===== src/rtl/mode_select.sv =====
`default_nettype none
// ============================================================================
//  Module      : mode_select
//  Description : Front-panel waveform mode selector for the DDS function
//                generator. Raw push-buttons are synchronised (2 flops),
//                debounced (level must disagree for DEB_CNT consecutive
//                cycles) and rising-edge detected. Each press event steps
//                the registered mode index, wrapping within 0..NUM_MODES-1.
//
//  Optional    : MODE_PREV_EN - adds the Btn_prev button (own synchroniser,
//                debouncer and edge detector) that steps the mode backwards.
//                Simultaneous next/prev events cancel each other.
//
//  Ports       : Fg_clk       in   system clock, rising-edge active
//                Reset        in   synchronous active-high reset
//                Btn_next     in   raw asynchronous "next mode" button
//                Btn_prev     in   raw "previous mode" button (MODE_PREV_EN)
//                Mode[2:0]    out  current mode index, registered
//                Mode_changed out  one-cycle strobe with each new Mode value
//                Btn_state    out  debounced level of Btn_next, registered
//
//  Revision    : 1.0 - initial release
// ============================================================================
module mode_select #(
    parameter int NUM_MODES = 5,      // 2..8
    parameter int DEB_CNT   = 50000,  // 2..65535
    parameter int CNT_W     = 16      // 2**CNT_W > DEB_CNT
) (
    input  logic       Fg_clk,
    input  logic       Reset,
    input  logic       Btn_next,
`ifdef MODE_PREV_EN
    input  logic       Btn_prev,
`endif
    output logic [2:0] Mode,
    output logic       Mode_changed,
    output logic       Btn_state
);

`ifdef MODE_PREV_EN
    localparam int c_NUM_BTN = 2;
`else
    localparam int c_NUM_BTN = 1;
`endif

    // Terminal debounce count: the level is accepted on the edge where the
    // counter already sits at this value, i.e. after DEB_CNT disagreeing cycles.
    localparam logic [CNT_W-1:0] c_CNT_LAST  = CNT_W'(DEB_CNT - 1);
    localparam logic [2:0]       c_MODE_LAST = 3'(NUM_MODES - 1);

    // Bit 0 is always the "next" button, bit 1 (when present) the "prev" one.
    logic [c_NUM_BTN-1:0] w_btn_raw;
    logic [c_NUM_BTN-1:0] w_press;

    assign w_btn_raw[0] = Btn_next;
`ifdef MODE_PREV_EN
    assign w_btn_raw[1] = Btn_prev;
`endif

    // ------------------------------------------------------------------
    // Per-button synchroniser, debouncer and press detector
    // ------------------------------------------------------------------
    generate
        for (genvar gi = 0; gi < c_NUM_BTN; gi++) begin : g_btn
            logic             r_sync1;
            logic             r_sync2;
            logic             r_stable;
            logic             r_stable_d;
            logic [CNT_W-1:0] r_cnt;

            always_ff @(posedge Fg_clk) begin
                if (Reset) begin
                    r_sync1    <= 1'b0;
                    r_sync2    <= 1'b0;
                    r_stable   <= 1'b0;
                    r_stable_d <= 1'b0;
                    r_cnt      <= '0;
                end else begin
                    r_sync1    <= w_btn_raw[gi];
                    r_sync2    <= r_sync1;
                    r_stable_d <= r_stable;
                    // A single cycle of agreement restarts the count, so only
                    // an uninterrupted run of DEB_CNT differing samples is taken.
                    if (r_sync2 == r_stable) begin
                        r_cnt <= '0;
                    end else if (r_cnt == c_CNT_LAST) begin
                        r_stable <= r_sync2;
                        r_cnt    <= '0;
                    end else begin
                        r_cnt <= r_cnt + CNT_W'(1);
                    end
                end
            end

            // Rising debounced level only; release and hold give no event.
            assign w_press[gi] = r_stable & ~r_stable_d;

            if (gi == 0) begin : g_state
                assign Btn_state = r_stable;
            end
        end
    endgenerate

    // ------------------------------------------------------------------
    // Mode register
    // ------------------------------------------------------------------
    logic       w_next_evt;
    logic       w_prev_evt;
    logic [2:0] r_mode;
    logic [2:0] w_mode_nxt;
    logic       r_changed;
    logic       w_changed_nxt;

    assign w_next_evt = w_press[0];
`ifdef MODE_PREV_EN
    assign w_prev_evt = w_press[1];
`else
    assign w_prev_evt = 1'b0;
`endif

    always_comb begin
        w_mode_nxt    = r_mode;
        w_changed_nxt = 1'b0;
        // Coincident next/prev events leave the mode untouched.
        if (w_next_evt && !w_prev_evt) begin
            w_mode_nxt    = (r_mode == c_MODE_LAST) ? 3'd0 : r_mode + 3'd1;
            w_changed_nxt = 1'b1;
        end else if (w_prev_evt && !w_next_evt) begin
            w_mode_nxt    = (r_mode == 3'd0) ? c_MODE_LAST : r_mode - 3'd1;
            w_changed_nxt = 1'b1;
        end
    end

    always_ff @(posedge Fg_clk) begin
        if (Reset) begin
            r_mode    <= 3'd0;
            r_changed <= 1'b0;
        end else begin
            r_mode    <= w_mode_nxt;
            r_changed <= w_changed_nxt;
        end
    end

    assign Mode         = r_mode;
    assign Mode_changed = r_changed;

endmodule
`default_nettype wire


===== config.mk =====
export PLATFORM = sky130hd
export DESIGN_NAME = mode_select
export DESIGN_NICKNAME = d
export VERILOG_FILES = /design/src/rtl/mode_select.sv
export SDC_FILE = /design/constraint.sdc
export NUM_CORES = 1
export LEC_CHECK = 0
export ABC_AREA = 1
export BUFFER_PORTS_ARGS = -buffer_cell sky130_fd_sc_hd__clkbuf_2
export CAP_MARGIN = 10
export CORE_MARGIN = 1.5
export CORE_UTILIZATION = 55
export DETAILED_ROUTE_END_ITERATION = 6
export GPL_ROUTABILITY_DRIVEN = 1
export GPL_TIMING_DRIVEN = 0
export PLACE_DENSITY = 0.83
export SYNTH_ARGS = -nofsm -noshare
export SYNTH_HDL_FRONTEND = slang
export SYNTH_SLANG_ARGS = --single-unit

===== constraint.sdc =====
create_clock -name Fg_clk -period 1.6 [get_ports Fg_clk]
set_clock_uncertainty 0.15 [all_clocks]
set_input_delay 0.16 -clock Fg_clk [delete_from_list [all_inputs] [get_ports Fg_clk]]
set_output_delay 0.16 -clock Fg_clk [all_outputs]
set_load 0.005 [all_outputs]

== Word-level counts from Yosys, hierarchy flattened ==
Index checks and enable logic that the tools add are counted.
Widths: inputs -> output; s select.
Operators by class
  equal/unequal tests: 3
  $add $sub $neg: 2
  multiplexer cells: 2
  reduce and logical (&&, ||, !) cells: 2
  bitwise logic cells: 3
Operator list (number)
  $add 16x1->16 const B: 1
  $eq 16x16->1 const B: 1
  $add 3x1->3 const B: 1
  $eq 3x3->1 const B: 1
  $mux 3: 1
  $reduce_or 3->1: 1
  $not 1->1: 2
  $reduce_and 2->1: 1
  $and 1x1->1: 1
  $eq 1x1->1: 1
  $mux 1: 1
Storage, ports and cells
  logic and storage cells: 19
  output and inout port bits: 5
  flip-flop bits (word level): 24
  bits of input ports: 3

== Longest topological paths before layout ==
Gate-level depths: netlist (run 1).
  depth after elaboration: 3
  gate-level depth with buffers: 8

== Worst setup path before layout (run 1) ==
No wires, ideal clock.
  path kind: register to register
  start: register g_btn[0].r_cnt[0]
  end: register g_btn[0].r_cnt[11]
  setup slack: 0.141 ns
  setup time: 0.115 ns
  arrival: 1.194 ns
  clock period less this slack: 1.459 ns
  cell stages (with the launch flop): 8
  data required time: 1.335 ns
  cells stage by stage: dfxtp_1 ha_1 nand3_2 nor2_2 nand3_2 nand2_2 buf_8 nor2_2
On the way
  longest elaborated chain between the ends: 2
  elaborated cells between the ends (all ways): 3
  classes of those cells: add/sub (1); eq/ne (1); reduce/logical (1)
Ends and longest elaborated chain
  from (decl): line 69  | logic [CNT_W-1:0] r_cnt;
  from (signal assigned): line 90  | r_cnt <= r_cnt + CNT_W'(1);
  parallel branches: the longest is 2 deep, another holds $add 16x1->16
Parallel ways; which one is timed is not known.
A chain may end at the register's enable or synchronous reset.

== Worst setup path in the final report (run 1) ==
Same ends and word-level chain as after synthesis.

==> results.md, run 1 <==
- Longest Clk Path Bufs: 2
- Layout cells sized above 1: 21.8%
- Filler cells: 174
- CP Launch Type: flip-flop
- Worst hold slack: 0.266 ns
- Ys Warns: 0
- CTS Root Buffer Type: clkbuf_4
- Final period util: 96.6%
- Crit path launch: g_btn[0].r_cnt[0]
- Remaining global-route overflow: 0
- Routability cong.: 0.909
- Initial antenna violation count: 0
- Rows: 16
- Num ports: 8
- Clock slew at reported path FFs: 0.13 ns
- Placed Cells: 190
- IO buf count: 7
- DRT antenna net count: 0
- Lkg Pwr: 0.461 nW
- Via count: 986
- N_diodes: 0
- Final worst path period need: 1.55 ns
- Pin count of the biggest net entering global routing: 15
- Chip Height: 48.8 µm
- Peak Freq: 647 MHz
- Mapped Cells: 156
- Post-route cell area: 0.00132 mm²
- Starting Density: 58.9%
- DP Wirelength: 1.52 mm
- Register bit count reported by yosys: 24
- Post-CTS Setup Repair Bufs: 0
- Routed length per instance: 10.8 µm
- Max VDD drop: 0.991 mV
- Worst reg-to-reg path cell count: 7
- Reg-to-reg endpoint: g_btn[0].r_cnt[11]
- Placed inst area: 0.00122 mm²
- Count of final setup violators: 0
- Final net count: 177
- Die area: 0.00238 mm²
- Critical path data arrival time: 1.62 ns
- CTS tree: yes
- Post-synth top area cell: dfxtp_1
- DR pass1 iterations: 4
- GRT Overall Usage: 19.6%
- Cell Area, Synth: 0.00115 mm²
- Yosys top cell area share: 41.6%
- Core area: 0.00196 mm²
- Req. time, crit path: 1.68 ns
- Slew HR: 83.3%
- TritonCTS Sinks: 24
- Worst Setup EP: g_btn[0].r_cnt[11]
- Final hold violations: 0
- Crit end category: flip-flop
- First-pass GRT wire length: 3.64 mm
- Mapped Nets: 162
- CP Class: reg2reg
- Vias in the first global route: 898
- Residual DRC: 0
- Non-filler instance count after layout: 197
- Reg2Reg Launch Point: g_btn[0].r_cnt[0]
- Top cells by area, synth: dfxtp_1, nand2_1, inv_1, nor2_2, nor2_1
- Worst min path class: reg2reg
- Starting DRT DRC Count: 28
- Outcome: finished, final reports clean
- Distinct cell type count of the synthesized netlist: 24
- # Max-Cap Violations: 0
- Worst skew pair latency: 0.32 ns
- Area Growth Syn to Fin: 14.4%
- WL final: 2.12 mm
- Max-slew violations: 0
- Sequential element share of the synthesized area: 41.6%
- Critical-path maximum fanout: 10
- Pwr dens: 808 mW/mm²
- Reg2reg setup slack: 0.05 ns
- Least-Margin Pin Slew: 0.250 ns
- Htree depth: 1
- Drt via density: 5.01
- Chip Width: 48.8 µm
- Avg Inst Size Synth: 7.40 µm²
- CTS Buf Count: 3
through the flow:
stage	setup TNS, ns	total power [W]	worst slack [ns]	utilization [%]
global placement	0	0.000634	0.0142	62.4
CTS	0	0.00108	0.00476	66.8
detailed placement	-0.0124	0.000635	-0.00671	62.4
floorplan	0	0.000628	0.141	-
finish	0	0.00107	0.0549	67.3
global route	-0.109	0.00111	-0.0287	67.3
cell usage in the layout, fill, tap and decap left out:
cell type	count
a21oi_1	10
a21oi_2	3
buf_8	1
bufinv_16	1
clkbuf_1	1
clkbuf_2	7
clkbuf_4	3
clkinv_1	1
dfxtp_1	22
dfxtp_2	2
dlygate4sd3_1	3
ha_1	2
ha_2	1
inv_1	20
inv_2	2
nand2_1	30
nand2_2	1
nand2_4	1
nand3_1	7
nand3_2	2
nand3b_1	2
nand4_1	4
nor2_1	19
nor2_2	11
nor2_4	1
nor3b_1	1
o21ai_0	4
o21ai_1	1
or2_1	1
or2_2	1
xnor2_1	1
xor2_1	4
state kept, by name, summed over array words and instances (netlist names):
signal and flops:
g_btn.r_cnt 16, Mode 3, Btn_state 1, Mode_changed 1, g_btn.r_stable_d 1, g_btn.r_sync1 1, g_btn.r_sync2 1
power by group:
| group | switching [W] | leakage [nW] | total [W] | internal (W) |
|---|---|---|---|---|
| clock | 0.000186 | 0.0279 | 0.000440 | 0.000253 |
| sequential | 0.00000119 | 0.195 | 0.000602 | 0.000601 |
| combinational | 0.0000137 | 0.239 | 0.0000257 | 0.0000120 |
critical path, stage by stage (launching register included):
cell     delay (ns)
dfxtp_2        0.37
ha_2           0.21
nand3_2        0.13
nor2_4         0.14
nand3_2        0.12
nand2_4        0.13
buf_8          0.16
nor2_2         0.05
synth_stat cells, drive strengths merged:
cell and number:
ha 3, nand3 9, nand2 32, buf 1, inv 22, or2 2, dfxtp 24, xor2 4
clkbuf 1, nand4 4, clkinv 1, nor3b 1, xnor2 1, a21oi 13, nand3b 2, nor2 31
o21ai 5
timing repair:
| action | 4_1_cts | 5_1_grt |
|---|---|---|
| hold endpoints to repair | 4 | 0 |
| hold buffers | 3 | 0 |
| endpoints found under the setup margin | 10 | 10 |
| resized for setup | 1 | 4 |
metal layers:
metal	part of all wire, %	vias to the layer above	track usage (%)
met5	0	-	0
met4	0.66	0	4.29
met3	4.2	2	5.52
met2	53	18	37.4
met1	42	454	21.1
li1	-	512	-
logic make-up (layout without fill, tap and decap cells):
| logic type | Yosys count | in the layout | synth area share (%) |
|---|---|---|---|
| AOI/OAI and AO/OA | 18 | 18 | 8.78 |
| xor gates and xnor gates | 5 | 5 | 3.79 |
| adders and majority gates | 3 | 3 | 3.25 |
| buffers and inverters | 25 | 39 | 9.10 |
| DFF | 24 | 24 | 41.6 |
| and+or+nand+nor | 81 | 81 | 33.5 |
area by class of cell:
type | count | area, µm² | area share, %
buffer | 2 | 18.8 | 1.42
clock buffer | 3 | 22.5 | 1.70
clock inverter | 1 | 30.0 | 2.27
inverter | 23 | 86.3 | 6.53
multi-input combinational | 107 | 582 | 44.0
sequential | 24 | 483 | 36.6
tap | 27 | 33.8 | 2.56
timing repair buffer | 10 | 65.1 | 4.92
how the worst min path moves through the flow:
stage               slack [ns]  cells after the start               end        startpoint
global route              0.30                      2  g_btn[0].r_sync2  g_btn[0].r_sync1
global placement          0.21                      3  g_btn[0].r_sync1          Btn_next
floorplan                 0.08                      1  g_btn[0].r_sync1             Reset
detailed placement        0.21                      3  g_btn[0].r_sync1          Btn_next
finish                    0.27                      2  g_btn[0].r_sync2  g_btn[0].r_sync1
CTS                       0.27                      2  g_btn[0].r_sync2  g_btn[0].r_sync1
No activity file was read; power rests on OpenSTA's default activity.
==> inputs of run 2 (changes only) <==
- CORE_MARGIN: 1.5 -> 2
==> run 2 against run 1 <==
- fmax increased by 1.9%
- largest power group unchanged
- die area increased by 4.1%
- clock-buffer cell count unchanged
- critical path type unchanged
- utilization increased by 0.77 points
- setup slack improved by 0.029 ns
- global-route usage increased by 0.75 points
- critical path depth unchanged
- sequential share of layout area decreased by 0.50 points
- first-iteration DRC count decreased by 43%
==> results.md, run 2 (synthesized netlist as in run 1, its figures left out) <==
- Die area: 0.00248 mm² (+4.1%)
- Via count: 988 (+0.20%)
- Vias in the first global route: 940 (+4.7%)
- DP Wirelength: 1.53 mm (+0.58%)
- Top delay family on crit path: simple AND/OR/NAND/NOR gates
- DP Worst Slack: 0.0124 ns (+0.0191 ns)
- First-pass GRT wire length: 3.84 mm (+5.7%)
- Peak Freq: 660 MHz (+1.9%)
- Max VDD drop: 0.911 mV (-8.1%)
- Starting DRT DRC Count: 16 (-43%)
- Most flops, register: g_btn.r_cnt
- Pin count of the biggest net entering global routing: 15 (unchanged)
- # Max-Cap Violations: 0 (unchanged)
- Longest Clk Path Bufs: 2 (unchanged)
- Routed length per instance: 10.8 µm (+0.49%)
- Most common cell after layout, fill and taps aside: nand2_1
- TritonCTS Sinks: 24 (unchanged)
- Final worst path period need: 1.52 ns (-0.0290 ns)
- CP Class: reg2reg
- Initial antenna violation count: 0 (unchanged)
- Layout cells sized above 1: 22.1% (+0.33 points)
- Routability cong.: 0.905 (-0.46%)
- DRT antenna net count: 0 (unchanged)
- Placed inst area: 0.00122 mm² (unchanged)
- CTS Root Buffer Type: clkbuf_4
- Gr busiest metal: met2
- IO buf count: 7 (unchanged)
- Chip Height: 49.8 µm (+2.0%)
- Critical-path maximum fanout: 10 (unchanged)
- Power, Total: 0.00107 W (+0.31%)
- Fin util: 68.1% (+0.77 points)
- Lkg Pwr: 0.473 nW (+2.5%)
- Crit end category: flip-flop
- Max reg flops: 16 (unchanged)
- CTS tree: yes
- Met2 usage: 36.4% (-1.0 points)
- Critical path cell sequence: ha_1, nand3_2, nor2_4, nand3_2, nand2_4, buf_8, nor2_2
- Met3 GRT Util: 5.45% (-0.067 points)
- Least-Margin Pin Slew: 0.275 ns (+0.0256 ns)
- Clock slew at reported path FFs: 0.14 ns (about the same)
- Met1 Use GR: 22.9% (+1.9 points)
- Htree depth: 1 (unchanged)
- Commonest non-fill, non-tap cells in the layout: nand2_1, dfxtp_1, inv_1
- Worst min path class: reg2reg
- Rows: 16 (unchanged)
- Post-route setup slack: 0.0840 ns (+0.0290 ns)
- Slew HR: 81.6% (-1.7 points)
- Final period util: 94.8% (-1.8 points)
- Residual DRC: 0 (unchanged)
- Core area: 0.00196 mm² (unchanged)
- Cell mode on critical path: nand3_2
- Final hold violations: 0 (unchanged)
- Num ports: 8 (unchanged)
- Pwr dens: 801 mW/mm² (-0.82%)
- Count of final setup violators: 0 (unchanged)
- Req. time, crit path: 1.67 ns (about the same)
- Starting Density: 58.9% (unchanged)
- CP Depth: 7 (unchanged)
- Outcome: finished, final reports clean
- Filler cells: 181 (+4.0%)
- Max-slew violations: 0 (unchanged)
- Post-route cell area: 0.00134 mm² (+1.1%)
- Worst reg-to-reg path cell count: 7 (unchanged)
- Chip Width: 49.8 µm (+2.0%)
- CP max stage delay: 0.37 ns (about the same)
- Drt via density: 4.96 (-0.80%)
- Area Growth Syn to Fin: 15.7%
- WHS Path Cells: 2 (unchanged)
- Critical-path top delay cell: dfxtp_2
- GRT Overall Usage: 20.3% (+0.75 points)
- Worst skew pair latency: 0.32 ns (about the same)
- CP Launch Type: flip-flop
- Critical path data arrival time: 1.59 ns (-0.03 ns)
- CTS Buf Count: 3 (unchanged)
- Final net count: 179 (+1.1%)
- WL final: 2.16 mm (+1.5%)
- DR pass1 iterations: 4 (unchanged)
- Setup TNS: 0 ns (unchanged)
- Remaining global-route overflow: 0 (unchanged)
- Buf+Inv Stages, Crit Path: 1 (unchanged)
- N_diodes: 0 (unchanged)
## run 2: through the flow
| step | cells | hold slack, ns |
|---|---|---|
| global placement | 190 | 0.207 |
| global route | 199 | 0.286 |
| detailed placement | 190 | 0.207 |
| finish | 199 | 0.265 |
| CTS | 197 | 0.270 |
| floorplan | 156 | 0.0812 |
## run 2: layer usage
| layer | vias to the layer above | share of wire, % |
|---|---|---|
| li1 | 521 | - |
| met4 | 0 | 1.4 |
| met3 | 4 | 4.4 |
| met1 | 441 | 43 |
| met5 | - | 0 |
| met2 | 22 | 52 |
## run 2: cell type report
cell class                 count  area [µm²]  area share (%)
clock inverter                 1        30.0            2.25
tap                           27        33.8            2.53
sequential                    24         482            36.0
timing repair buffer          12        80.1            5.99
multi-input combinational    107         583            43.6
inverter                      23        86.3            6.46
buffer                         2        18.8            1.40
clock buffer                   3        22.5            1.69
## run 2: final timing paths
path,slack (ns),start,to
worst max-delay path,0.08,g_btn[0].r_cnt[0],g_btn[0].r_cnt[11]
worst min-delay path,0.27,g_btn[0].r_sync1,g_btn[0].r_sync2
worst max register to register,0.08,g_btn[0].r_cnt[0],g_btn[0].r_cnt[11]
worst min register to register,0.27,g_btn[0].r_sync1,g_btn[0].r_sync2
## run 2: timing repair
action	CTS	global route
pin swaps	0	1
hold buffers	3	0
endpoints found under the setup margin	8	10
gates resized for setup	1	3
setup buffers	0	2
hold endpoints to repair	4	0
## run 2: tightest hold or removal path: stages, from the launching register on
cell and delay [ns]:
dfxtp_1 0.32, inv_1 0.04, nor2_1 0.03
## run 2: report_power, final
part | internal, W | total, W | switching [W]
clock | 0.000253 | 0.000440 | 0.000187
combinational | 0.0000136 | 0.0000285 | 0.0000149
sequential | 0.000601 | 0.000602 | 0.00000116
total | 0.000868 | 0.00107 | 0.000203
==> inputs of run 3 (changes only) <==
- clock period: 1.6 -> 1.9 ns (I/O delays scaled with it)
==> run 3 against run 2 <==
- global-route usage down 0.19 points
- setup slack better by 0.20 ns
- sequential share of layout area up 0.73 points
- utilization down 1.5 points
- worst hold slack about the same
- clock power down 17%
- first-iteration DRC count down 25%
- combinational power down 25%
- sequential power down 16%
- non-clock buffer count down 2
- clock-buffer cell count unchanged
- critical path type unchanged
- largest power group unchanged
- highest routed layer unchanged
==> results.md, run 3 (synthesized netlist as in run 1, its figures left out) <==
- IO buf count: 7 (unchanged)
- Commonest non-fill, non-tap cells in the layout: nand2_1, dfxtp_1, inv_1
- RSZ-0062 raised after global routing: no
- Chip Height: 49.8 µm (unchanged)
- Crit path launch: g_btn[0].r_cnt[0]
- DRT antenna net count: 0 (unchanged)
- GRT Overall Usage: 20.1% (-0.19 points)
- Peak Freq: 620 MHz (-6.1%)
- Area Growth Syn to Fin: 13.1%
- CP Launch Type: flip-flop
- Pwr dens: 685 mW/mm² (-14%)
- Critical path data arrival time: 1.68 ns (+0.09 ns)
- Final period util: 85.0% (-9.8 points)
- Chip Width: 49.8 µm (unchanged)
- Final net count: 177 (-1.1%)
- Non-filler instance count after layout: 197 (-1.0%)
- Worst skew pair latency: 0.31 ns (about the same)
- Clock slew at reported path FFs: 0.13 ns (about the same)
- WHS Path Cells: 2 (unchanged)
- Worst Hold Launch: g_btn[0].r_sync1
- Critical-path maximum fanout: 10 (unchanged)
- Lkg Pwr: 0.462 nW (-2.2%)
- First-pass GRT wire length: 3.82 mm (-0.55%)
- Most common cell after layout, fill and taps aside: nand2_1
- Routed length per instance: 10.5 µm (-2.6%)
- DR pass1 iterations: 4 (unchanged)
- Die area: 0.00248 mm² (unchanged)
- Max-slew violations: 0 (unchanged)
- CTS Buf Count: 3 (unchanged)
- Max reg flops: 16 (unchanged)
- Core area: 0.00196 mm² (unchanged)
- Via count: 961 (-2.7%)
- Vias in the first global route: 937 (-0.32%)
- Num ports: 8 (unchanged)
- Placed Cells: 190 (unchanged)
- N_diodes: 0 (unchanged)
- Outcome: finished, final reports clean
- Post-route setup slack: 0.286 ns (+0.202 ns)
- Pin count of the biggest net entering global routing: 15 (unchanged)
- Post-CTS Setup Repair Bufs: 0 (unchanged)
- Setup TNS: 0 ns (unchanged)
- Worst hold slack: 0.265 ns (-0.000201 ns)
- Routability cong.: 0.905 (unchanged)
- Crit end category: flip-flop
- Longest Clk Path Bufs: 2 (unchanged)
- Initial antenna violation count: 0 (unchanged)
- # Max-Cap Violations: 0 (unchanged)
- WL final: 2.08 mm (-3.6%)
- Worst min path class: reg2reg
- Resized cells post-CTS: 0 (-1)
- DP Worst Slack: 0.312 ns (+0.300 ns)
- CTS Root Buffer Type: clkbuf_4
- # hold bufs at CTS: 3 (unchanged)
- Remaining global-route overflow: 0 (unchanged)
- Reg2Reg Launch Point: g_btn[0].r_cnt[0]
- Starting DRT DRC Count: 12 (-4)
- Reg-to-reg endpoint: g_btn[0].r_cnt[11]
- Count of final setup violators: 0 (unchanged)
- Starting Density: 58.9% (unchanged)
- Htree depth: 1 (unchanged)
- Worst reg-to-reg path cell count: 7 (unchanged)
- CP Class: reg2reg
- CTS tree: yes
- DP Wirelength: 1.53 mm (unchanged)
- Rows: 16 (unchanged)
- Max VDD drop: 0.754 mV (-17%)
- Drt via density: 4.88 (-1.7%)
- Req. time, crit path: 1.97 ns (+0.30 ns)
- Least-Margin Pin Slew: 0.280 ns (+0.00439 ns)
- Most flops, register: g_btn.r_cnt
- Final hold violations: 0 (unchanged)
- Fin util: 66.6% (-1.5 points)
- Slew HR: 81.3% (-0.29 points)
- Reg2reg setup slack: 0.29 ns (+0.20 ns)
- Layout cells sized above 1: 20.0% (-2.1 points)
- Residual DRC: 0 (unchanged)
- TritonCTS Sinks: 24 (unchanged)
- Final worst path period need: 1.61 ns (+0.0982 ns)
- Hold EP: g_btn[0].r_sync2
-- run 3: cell count changes in the layout (fill, tap and decap cells not counted), sizes merged --
cell  change
buf       -2
-- run 3: worst max-delay path by stage --
stage | end | slack [ns] | cells past startpoint
2_1_floorplan | g_btn[0].r_cnt[11] | 0.44 | 7
3_3_place_gp | g_btn[0].r_cnt[11] | 0.32 | 7
3_5_place_dp | g_btn[0].r_cnt[11] | 0.31 | 7
4_1_cts | g_btn[0].r_cnt[11] | 0.28 | 7
5_1_grt | g_btn[0].r_cnt[11] | 0.15 | 7
6_report | g_btn[0].r_cnt[11] | 0.29 | 7
-- run 3: critical path: stages (launching register included) --
cell and delay, ns:
dfxtp_1 0.39, ha_1 0.22, nand3_2 0.11, nor2_2 0.15
nand3_2 0.10, nand2_2 0.17, buf_8 0.18, nor2_2 0.05
-- run 3: through the flow --
| step | instance area, µm² | power [W] |
|---|---|---|
| floorplan | 1150 | 0.000529 |
| global placement | 1220 | 0.000534 |
| detailed placement | 1220 | 0.000534 |
| CTS | 1310 | 0.000905 |
| global route | 1310 | 0.000928 |
| finish | 1310 | 0.000895 |
-- run 3: final cells by class --
class	instances	area, µm²
buffer	2	18.8
clock buffer	3	22.5
clock inverter	1	30.0
fill	186	656
inverter	23	86.3
multi-input combinational	107	569
sequential	24	480
tap	27	33.8
timing repair buffer	10	65.1
-- run 3: power by group --
part	switching (W)	total, W	internal, W	leakage (nW)
combinational	0.0000114	0.0000213	0.00000987	0.241
sequential	0.000000975	0.000507	0.000506	0.194
clock	0.000154	0.000367	0.000213	0.0279
-- run 3: routing by layer --
layer | up-vias | routed length [µm] | track usage, %
li1 | 517 | - | -
met1 | 424 | 918 | 22.9
met2 | 16 | 1050 | 35.8
met3 | 4 | 74 | 5.45
met4 | 0 | 31 | 6.94
met5 | - | 0 | 0
